File: src/rtl/multicycle_ctrl_fsm.sv
// Multi-cycle control sequencer for the RV32 datapath: R-type, load, store, branch,
// with a mem_ready handshake timeout and a retired-instruction counter. Define ITYPE_EN to add I-type ALU ops.
module multicycle_ctrl_fsm #(
    parameter int unsigned MEM_TIMEOUT = 16,
    parameter int unsigned CNT_W       = 32
) (
    input  logic             clk_i,
    input  logic             reset_i,
    input  logic [6:0]       opcode_i,
    input  logic             zero_i,
    input  logic             mem_ready_i,
    output logic             pc_write_o,
    output logic             pc_src_o,
    output logic             ir_write_o,
    output logic             iord_o,
    output logic             mem_read_o,
    output logic             mem_write_o,
    output logic             reg_write_o,
    output logic             memtoreg_o,
    output logic             alu_src_a_o,
    output logic [1:0]       alu_src_b_o,
    output logic [1:0]       alu_op_o,
    output logic             trap_o,
    output logic             trap_cause_o,
    output logic [CNT_W-1:0] instret_o
);
    localparam int unsigned WAIT_W = (MEM_TIMEOUT > 1) ? $clog2(MEM_TIMEOUT) : 1;

    localparam logic [6:0] OP_R      = 7'b0110011;
    localparam logic [6:0] OP_LOAD   = 7'b0000011;
    localparam logic [6:0] OP_STORE  = 7'b0100011;
    localparam logic [6:0] OP_BRANCH = 7'b1100011;
`ifdef ITYPE_EN
    localparam logic [6:0] OP_I      = 7'b0010011;
`endif

    typedef enum logic [3:0] {
        S_IDLE, S_FETCH, S_DECODE, S_MEM_ADR, S_MEM_RD, S_MEM_WB,
        S_MEM_WR, S_EXEC_R, S_EXEC_I, S_ALU_WB, S_BRANCH, S_TRAP
    } state_e;

    state_e             state_q, state_d;
    logic [WAIT_W-1:0]  wait_cnt_q, wait_cnt_d;
    logic [CNT_W-1:0]   instret_q, instret_d;
    logic               trap_cause_q, trap_cause_d;
    logic               is_req, timeout, retire;

    logic               pc_src_q, pc_src_d;
    logic               iord_q, iord_d;
    logic               mem_read_q, mem_read_d;
    logic               mem_write_q, mem_write_d;
    logic               reg_write_q, reg_write_d;
    logic               memtoreg_q, memtoreg_d;
    logic               alu_src_a_q, alu_src_a_d;
    logic [1:0]         alu_src_b_q, alu_src_b_d;
    logic [1:0]         alu_op_q, alu_op_d;
    logic               trap_q, trap_d;

    // Next state, wait counter, retire, and the select/enable set for the next state.
    always_comb begin
        state_d      = state_q;
        wait_cnt_d   = '0;
        instret_d    = instret_q;
        trap_cause_d = trap_cause_q;
        retire       = 1'b0;
        is_req       = (state_q == S_FETCH) || (state_q == S_MEM_RD) || (state_q == S_MEM_WR);
        timeout      = !mem_ready_i && (wait_cnt_q == WAIT_W'(MEM_TIMEOUT - 1));

        if (is_req && !mem_ready_i) begin
            wait_cnt_d = wait_cnt_q + WAIT_W'(1);
        end

        case (state_q)
            S_IDLE:    state_d = S_FETCH;
            S_FETCH: begin
                if (mem_ready_i) begin
                    state_d = S_DECODE;
                end else if (timeout) begin
                    state_d      = S_TRAP;
                    trap_cause_d = 1'b1;
                end
            end
            S_DECODE: begin
                case (opcode_i)
                    OP_R:               state_d = S_EXEC_R;
                    OP_LOAD, OP_STORE:  state_d = S_MEM_ADR;
                    OP_BRANCH:          state_d = S_BRANCH;
`ifdef ITYPE_EN
                    OP_I:               state_d = S_EXEC_I;
`endif
                    default: begin
                        state_d      = S_TRAP;
                        trap_cause_d = 1'b0;
                    end
                endcase
            end
            S_MEM_ADR: state_d = (opcode_i == OP_LOAD) ? S_MEM_RD : S_MEM_WR;
            S_MEM_RD: begin
                if (mem_ready_i) begin
                    state_d = S_MEM_WB;
                end else if (timeout) begin
                    state_d      = S_TRAP;
                    trap_cause_d = 1'b1;
                end
            end
            S_MEM_WB: begin
                retire  = 1'b1;
                state_d = S_FETCH;
            end
            S_MEM_WR: begin
                if (mem_ready_i) begin
                    retire  = 1'b1;
                    state_d = S_FETCH;
                end else if (timeout) begin
                    state_d      = S_TRAP;
                    trap_cause_d = 1'b1;
                end
            end
            S_EXEC_R, S_EXEC_I: state_d = S_ALU_WB;
            S_ALU_WB, S_BRANCH: begin
                retire  = 1'b1;
                state_d = S_FETCH;
            end
            S_TRAP:    state_d = S_TRAP;
            default:   state_d = S_IDLE;
        endcase

        if (retire) begin
            instret_d = instret_q + CNT_W'(1);
        end

        pc_src_d    = 1'b0;
        iord_d      = 1'b0;
        mem_read_d  = 1'b0;
        mem_write_d = 1'b0;
        reg_write_d = 1'b0;
        memtoreg_d  = 1'b0;
        alu_src_a_d = 1'b0;
        alu_src_b_d = 2'b00;
        alu_op_d    = 2'b00;
        trap_d      = 1'b0;

        // Registering the decode of state_d keeps outputs aligned with state_q.
        case (state_d)
            S_FETCH: begin
                mem_read_d  = 1'b1;
                alu_src_b_d = 2'b01;
            end
            S_DECODE:  alu_src_b_d = 2'b10;
            S_MEM_ADR: begin
                alu_src_a_d = 1'b1;
                alu_src_b_d = 2'b10;
            end
            S_MEM_RD: begin
                mem_read_d = 1'b1;
                iord_d     = 1'b1;
            end
            S_MEM_WB: begin
                reg_write_d = 1'b1;
                memtoreg_d  = 1'b1;
            end
            S_MEM_WR: begin
                mem_write_d = 1'b1;
                iord_d      = 1'b1;
            end
            S_EXEC_R: begin
                alu_src_a_d = 1'b1;
                alu_op_d    = 2'b10;
            end
            S_EXEC_I: begin
                alu_src_a_d = 1'b1;
                alu_src_b_d = 2'b10;
                alu_op_d    = 2'b10;
            end
            S_ALU_WB:  reg_write_d = 1'b1;
            S_BRANCH: begin
                alu_src_a_d = 1'b1;
                alu_op_d    = 2'b01;
                pc_src_d    = 1'b1;
            end
            S_TRAP:    trap_d = 1'b1;
            default:   ;
        endcase
    end

    always_ff @(posedge clk_i or posedge reset_i) begin
        if (reset_i) begin
            state_q      <= S_IDLE;
            wait_cnt_q   <= '0;
            instret_q    <= '0;
            trap_cause_q <= 1'b0;
            pc_src_q     <= 1'b0;
            iord_q       <= 1'b0;
            mem_read_q   <= 1'b0;
            mem_write_q  <= 1'b0;
            reg_write_q  <= 1'b0;
            memtoreg_q   <= 1'b0;
            alu_src_a_q  <= 1'b0;
            alu_src_b_q  <= 2'b00;
            alu_op_q     <= 2'b00;
            trap_q       <= 1'b0;
        end else begin
            state_q      <= state_d;
            wait_cnt_q   <= wait_cnt_d;
            instret_q    <= instret_d;
            trap_cause_q <= trap_cause_d;
            pc_src_q     <= pc_src_d;
            iord_q       <= iord_d;
            mem_read_q   <= mem_read_d;
            mem_write_q  <= mem_write_d;
            reg_write_q  <= reg_write_d;
            memtoreg_q   <= memtoreg_d;
            alu_src_a_q  <= alu_src_a_d;
            alu_src_b_q  <= alu_src_b_d;
            alu_op_q     <= alu_op_d;
            trap_q       <= trap_d;
        end
    end

    // Handshake- and flag-gated enables follow the live inputs within the cycle.
    assign ir_write_o   = (state_q == S_FETCH) && mem_ready_i;
    assign pc_write_o   = ir_write_o || ((state_q == S_BRANCH) && zero_i);

    assign pc_src_o     = pc_src_q;
    assign iord_o       = iord_q;
    assign mem_read_o   = mem_read_q;
    assign mem_write_o  = mem_write_q;
    assign reg_write_o  = reg_write_q;
    assign memtoreg_o   = memtoreg_q;
    assign alu_src_a_o  = alu_src_a_q;
    assign alu_src_b_o  = alu_src_b_q;
    assign alu_op_o     = alu_op_q;
    assign trap_o       = trap_q;
    assign trap_cause_o = trap_cause_q;
    assign instret_o    = instret_q;

endmodule

File: config.mk
export PLATFORM = sky130hd
export DESIGN_NAME = multicycle_ctrl_fsm
export DESIGN_NICKNAME = d
export VERILOG_FILES = /design/src/rtl/multicycle_ctrl_fsm.sv
export SDC_FILE = /design/constraint.sdc
export NUM_CORES = 1
export LEC_CHECK = 0
export CAP_MARGIN = 20
export CORE_MARGIN = 10
export CORE_UTILIZATION = 23
export CTS_CLUSTER_SIZE = 14
export DETAILED_ROUTE_END_ITERATION = 10
export SETUP_SLACK_MARGIN = 0.1
export SYNTH_ARGS = -nofsm -noshare
export SYNTH_HDL_FRONTEND = slang
export SYNTH_SLANG_ARGS = --single-unit
File: constraint.sdc
create_clock -name clk_i -period 2.46 [get_ports clk_i]
set_input_delay 0.369 -clock clk_i [delete_from_list [all_inputs] [get_ports clk_i]]
set_output_delay 0.369 -clock clk_i [all_outputs]
set_load 0.05 [all_outputs]
-- Word level (Yosys, flattened, before mapping)
Index checks and enable logic that the tools add are counted.
- logic and storage cells: 93
- bits in registers: 53
- output and inout port bits: 47
- reductions and logical operators: 23
- $add $sub $neg: 2
- multiplexer cells: 24
- eq/ne operators: 30
- operator list (cell ; count):
    4-bit equality test, second input constant ; 9
    32-bit by 1-bit adder with 32-bit output, second input constant ; 1
    4-bit by 3-bit equality test with 1-bit output, second input constant ; 8
    4-bit one-hot mux with 8 select lines ; 1
    4-bit two-way mux ; 5
    4-bit by 2-bit equality test with 1-bit output, second input constant ; 4
    7-bit by 6-bit equality test with 1-bit output, second input constant ; 2
    1-bit two-way mux ; 12
    4-bit one-hot mux with 3 select lines ; 1
    2-bit OR reduction ; 6
    4-bit OR reduction ; 3
    3-bit OR reduction ; 3
    4-bit by 1-bit equality test with 1-bit output, second input constant ; 2
    2-bit one-hot mux with 2 select lines ; 2
    7-bit by 2-bit equality test with 1-bit output, second input constant ; 1
    7-bit equality test, second input constant ; 1
    4-bit by 1-bit adder with 4-bit output, second input constant ; 1
    1-bit logical AND ; 4
    4-bit logical NOT ; 1
    2-bit inequality test, second input constant ; 2
    1-bit one-hot mux with 2 select lines ; 2
    4-bit AND reduction ; 1
    1-bit logical OR ; 3
    2-bit two-way mux ; 1
    other kinds (3) ; 3

-- Longest topological paths before layout
Gate-level depths: netlist (run 1).
- depth in word-level cells: 8
- mapped depth: 6

-- Worst setup path before layout (run 1)
Ideal clock, no wire load.
- path type: register to register
- start: register instret_q[13] (netlist: instret_o[13])
- end: register instret_q[28] (netlist: instret_o[28])
- path buffers: 1
- data arrival time: 2008 ps
- slack: 370 ps
- cell stages (with the launch flop): 7
- clock period less this slack: 2090 ps
- path through: dfrtp_1 and4_4 nand3_4 or3_1 buf_2 nor4_2 xor2_1
- cells in the longest elaborated chain, start to end: 1
- ends and longest elaborated chain (element ; RTL line ; source):
    start: declaration ; 44 ; logic [CNT_W-1:0] instret_q, instret_d;
    start signal: assignment ; 205 ; instret_q <= instret_d;
    32-bit by 1-bit adder with 32-bit output ; 129 ; instret_d = instret_q + CNT_W'(1);
Every way passes these cells.
A chain may end at the register's enable or synchronous reset.

-- Worst setup path after layout (run 1)
- start: register state_q[1]
- end: output port pc_write_o
- cells in the longest elaborated chain, start to end: 3
- ends and longest elaborated chain (element ; RTL line ; source):
    start: declaration ; 42 ; state_e state_q, state_d;
    start signal: assignment ; 203 ; state_q <= state_d;
    4-bit by 1-bit equality test with 1-bit output or 4-bit equality test (tied branches) ; 221, 222 ;
    1-bit logical AND (on tied branches) ; 221, 222 ;
    1-bit logical OR * ; 222 ; assign pc_write_o = ir_write_o || ((state_q == S_BRANCH) && zero_i);
    end: declaration ; 12 ; output logic pc_write_o,
Mark *: on every way between the ends. The rest lies on a longest branch, timed or not.

==> results of run 1 <==
[cells in the final DEF, fill, tap and decap left out, types with 2 or more instances in the layout]
| cell type | netlist | routed |
|---|---|---|
| a31oi_1 | 2 | 2 |
| buf_12 | 0 | 3 |
| o211ai_1 | 2 | 2 |
| inv_1 | 18 | 17 |
| ha_1 | 2 | 2 |
| nor3_1 | 16 | 16 |
| nand3b_1 | 2 | 2 |
| and2_1 | 2 | 2 |
| clkbuf_8 | 2 | 5 |
| o21ai_0 | 5 | 5 |
| bufinv_16 | 0 | 2 |
| clkdlybuf4s50_1 | 0 | 55 |
| a21oi_1 | 4 | 4 |
| nand3_1 | 11 | 11 |
| nor4_2 | 2 | 2 |
| nor2_1 | 20 | 20 |
| xor2_1 | 17 | 17 |
| nor2b_1 | 3 | 3 |
| or3_1 | 2 | 2 |
| nand4_1 | 4 | 4 |
| dfrtp_1 | 52 | 52 |
| and3_1 | 2 | 2 |
| nand2_1 | 16 | 16 |
| and3b_1 | 2 | 2 |
| xnor2_1 | 18 | 18 |
[per-stage QoR]
step / total power (uW) / setup WS, ns / hold slack, ns
2_1_floorplan: 2142 / 0.3696 / 0.4331
3_3_place_gp: 2527 / 0.2192 / 0.4461
3_5_place_dp: 2544 / 0.1816 / 0.4595
4_1_cts: 3239 / 0.2963 / 0.4337
5_1_grt: 3395 / 0.1818 / 0.4654
6_report: 3185 / 0.3235 / 0.4217
[synth_stat cells (all sizes together), types with 2 or more instances]
cell type	number	area [um2]
a21oi	5	28.78
a31oi	2	12.51
and2	3	20.02
and2b	2	16.27
and3	2	12.51
and3b	2	17.52
buf	4	27.52
clkbuf	2	27.53
dfrtp	52	1301
ha	2	25.02
inv	18	67.56
nand2	16	60.06
nand3	12	72.57
nand3b	2	15.01
nand4	4	25.02
nor2	20	75.07
nor2b	3	18.77
nor3	16	80.08
nor4	4	52.55
o2111ai	2	41.29
o211ai	3	27.52
o21ai	5	25.02
or3	2	12.51
xnor2	18	157.7
xor2	17	148.9
[cell families after synthesis]
logic type / count (synthesis) / synth area share
AOI/OAI and AO/OA: 26 / 0.09591
xor gates and xnor gates: 35 / 0.1193
adders and majority gates: 3 / 0.01363
buffers and inverters: 24 / 0.04771
DFF: 52 / 0.5063
muxes: 1 / 0.004381
and+or+nand+nor: 95 / 0.2128
[worst max-delay path: cells and delay by family, from the launching register on]
family                 cells  cell delay, ns
AOI/OAI and AO/OA          1            0.04
buffers and inverters      1            0.17
DFF                        1            0.60
and+or+nand+nor            3            0.65
[sequential cells by signal (all words and copies together), names as in the netlist]
signal / flops
alu_op_o: 2
mem_read_o: 1
instret_o: 32
alu_src_b_o: 2
wait_cnt_q: 4
trap_cause_o: 1
trap_o: 1
memtoreg_o: 1
reg_write_o: 1
mem_write_o: 1
state_q: 4
iord_o: 1
alu_src_a_o: 1
[layout make-up]
cell class / instances / area (um2) / share of cell area
Clock buffer: 5 / 68.82 / 0.02002
Clock inverter: 2 / 60.06 / 0.01747
Inverter: 18 / 67.56 / 0.01966
Multi-Input combinational cell: 160 / 1146 / 0.3335
Sequential cell: 52 / 1301 / 0.3786
Tap cell: 140 / 175.2 / 0.05096
Timing Repair Buffer: 59 / 618.1 / 0.1798
[worst paths after layout]
| check | startpoint | end | slack [ns] | depth (start not counted) |
|---|---|---|---|---|
| hold reg to reg | wait_cnt_q[0] | wait_cnt_q[0] | 0.47 | 1 |
| max in group asynchronous | reset_i | instret_o[24] | 1.49 | 3 |
| min in group clk_i | wait_cnt_q[0] | wait_cnt_q[0] | 0.47 | 1 |
| setup / recovery | state_q[1] | pc_write_o | 0.32 | 5 |
| hold / removal | reset_i | instret_o[16] | 0.42 | 2 |
| setup reg to reg | state_q[1] | mem_read_o | 0.38 | 5 |
[per-layer routing]
layer / vias to the layer above / routed length, um
li1: 933 / -
met1: 898 / 2534
met2: 52 / 2821
met3: 6 / 497
met4: 0 / 93
met5: - / 0
[power groups by stage]
stage | Combinational (uW) | Clock (uW) | Sequential [uW]
2_1_floorplan | 692 | 0 | 1450
3_3_place_gp | 1350 | 0 | 1180
3_5_place_dp | 1360 | 0 | 1180
4_1_cts | 1370 | 703 | 1170
5_1_grt | 1460 | 734 | 1200
6_report | 1340 | 676 | 1170
==> flow_summary.toml, run 1 <==
[power_and_ir_drop]
ir_drop_v = 0.0004782
p_seq_frac = 0.367
p_leak_uw = 0.001456
p_int_uw = 1881
clockPowerShare = 0.212
swShare = 0.4095
switching_power_uw = 1305
combPwrFrac = 0.421
power.density_mw_per_mm2 = 926.7

[critical_path]
worst-setup-path-type = "register to primary output"
start_kind = "register"
arrival_ns = 1.77
end_kind = "primary output"
crit_chain = "and2b_1 > and3_1 > a21oi_1 > nor2_1 > buf_12"
slowest_delay_ns = 0.60
crit_fanout = 12
required_ns = 2.09
slowest_stage = "dfrtp_1"

[cts]
cts_max_level = 2
cts_resized = 0
numCtsBuffers = 5
clk_pin_slew_ns = 0.10
cts_root_buf = "clkbuf_8"
cts_setup_buffers = 0
cts_tree = "yes"
cts_buffer_depth = 2
clock_latency_ns = 0.30
cts_hold_buffers = 0
clock_sinks = 52

[global_route]
use_met3 = 0.02852
grt_max_degree = 30
grtUsageMet1 = 0.08837
grt_pass1_wl_um = 9846
antenna_found_initial = 0
grt_usage = 0.07473
use_met2 = 0.1209
overflow = 0
grt.busiest_layer = "met2"
grt_pass1_vias = 1867

[floorplanning]
ios = 58
dieArea_mm2 = 0.01580
core_area_mm2 = 0.01089
row_count = 38
initial_core_util = 0.2360
die_h_um = 125.7
die_x_um = 125.7

[timing]
grt_setup_unrepaired = "false"
setup_violations = 0
relSlewSlack = 0.6384
slew_viol_final = 0
tightest_slew_ns = 0.5416
hold_viol = 0
skew_ns = 0.01130
period_minus_slack_ns = 2.137
clock.fmax_ghz = 0.4680
finalCritPeriodShare = 0.8685
setup_tns_ns = 0

[placed_design]
place_congestion = 0.7353
place_area_mm2 = 0.003308
placedCellCount = 429
dp_hpwl_um = 4546
port_buffers = 57

[synthesis]
async_flop_share = 1.000
synth_nets = 249
ys_types = 52
synth_edf_count = 0
yosysWarnings = 0
syn-instance-count = 236
avgSynthCellArea_um2 = 10.89
synth_seq_cells = 52
syn-cell-area_mm2 = 0.002570
synth_ff_type = "dfrtp_1"
yosysSeqAreaShare = 0.5063

[finish]
drive_above_1_share = 0.1014
fin_area_mm2 = 0.003437
n_antenna_cell = 0
fin_util = 0.3157
fillers = 1136
layout.cells.non_filler = 436
areaGrowthSynthToFinish_pct = 33.74
final_nets = 309

[routing]
drtPass1Iterations = 4
vias = 1889
drtIter0Drc = 94
avgRoutedWirePerCell_um = 13.64
viasPerCell = 4.333
drcViolationCount = 0
drt-total-wl_um = 5947
ant_nets = 0

[worst_hold_path]
hp-class = "input port to async pin"

[run_status]
status = "completed"

[job]
drv_cap = 0
Power figures use the tool's default switching activity.
==> run 2, diff against run 1 <==
Settings changed: CAP_MARGIN 20 to 15.
==> results of run 2 <==
Same layout as run 1: the final DEF is identical, and so are final timing and power.
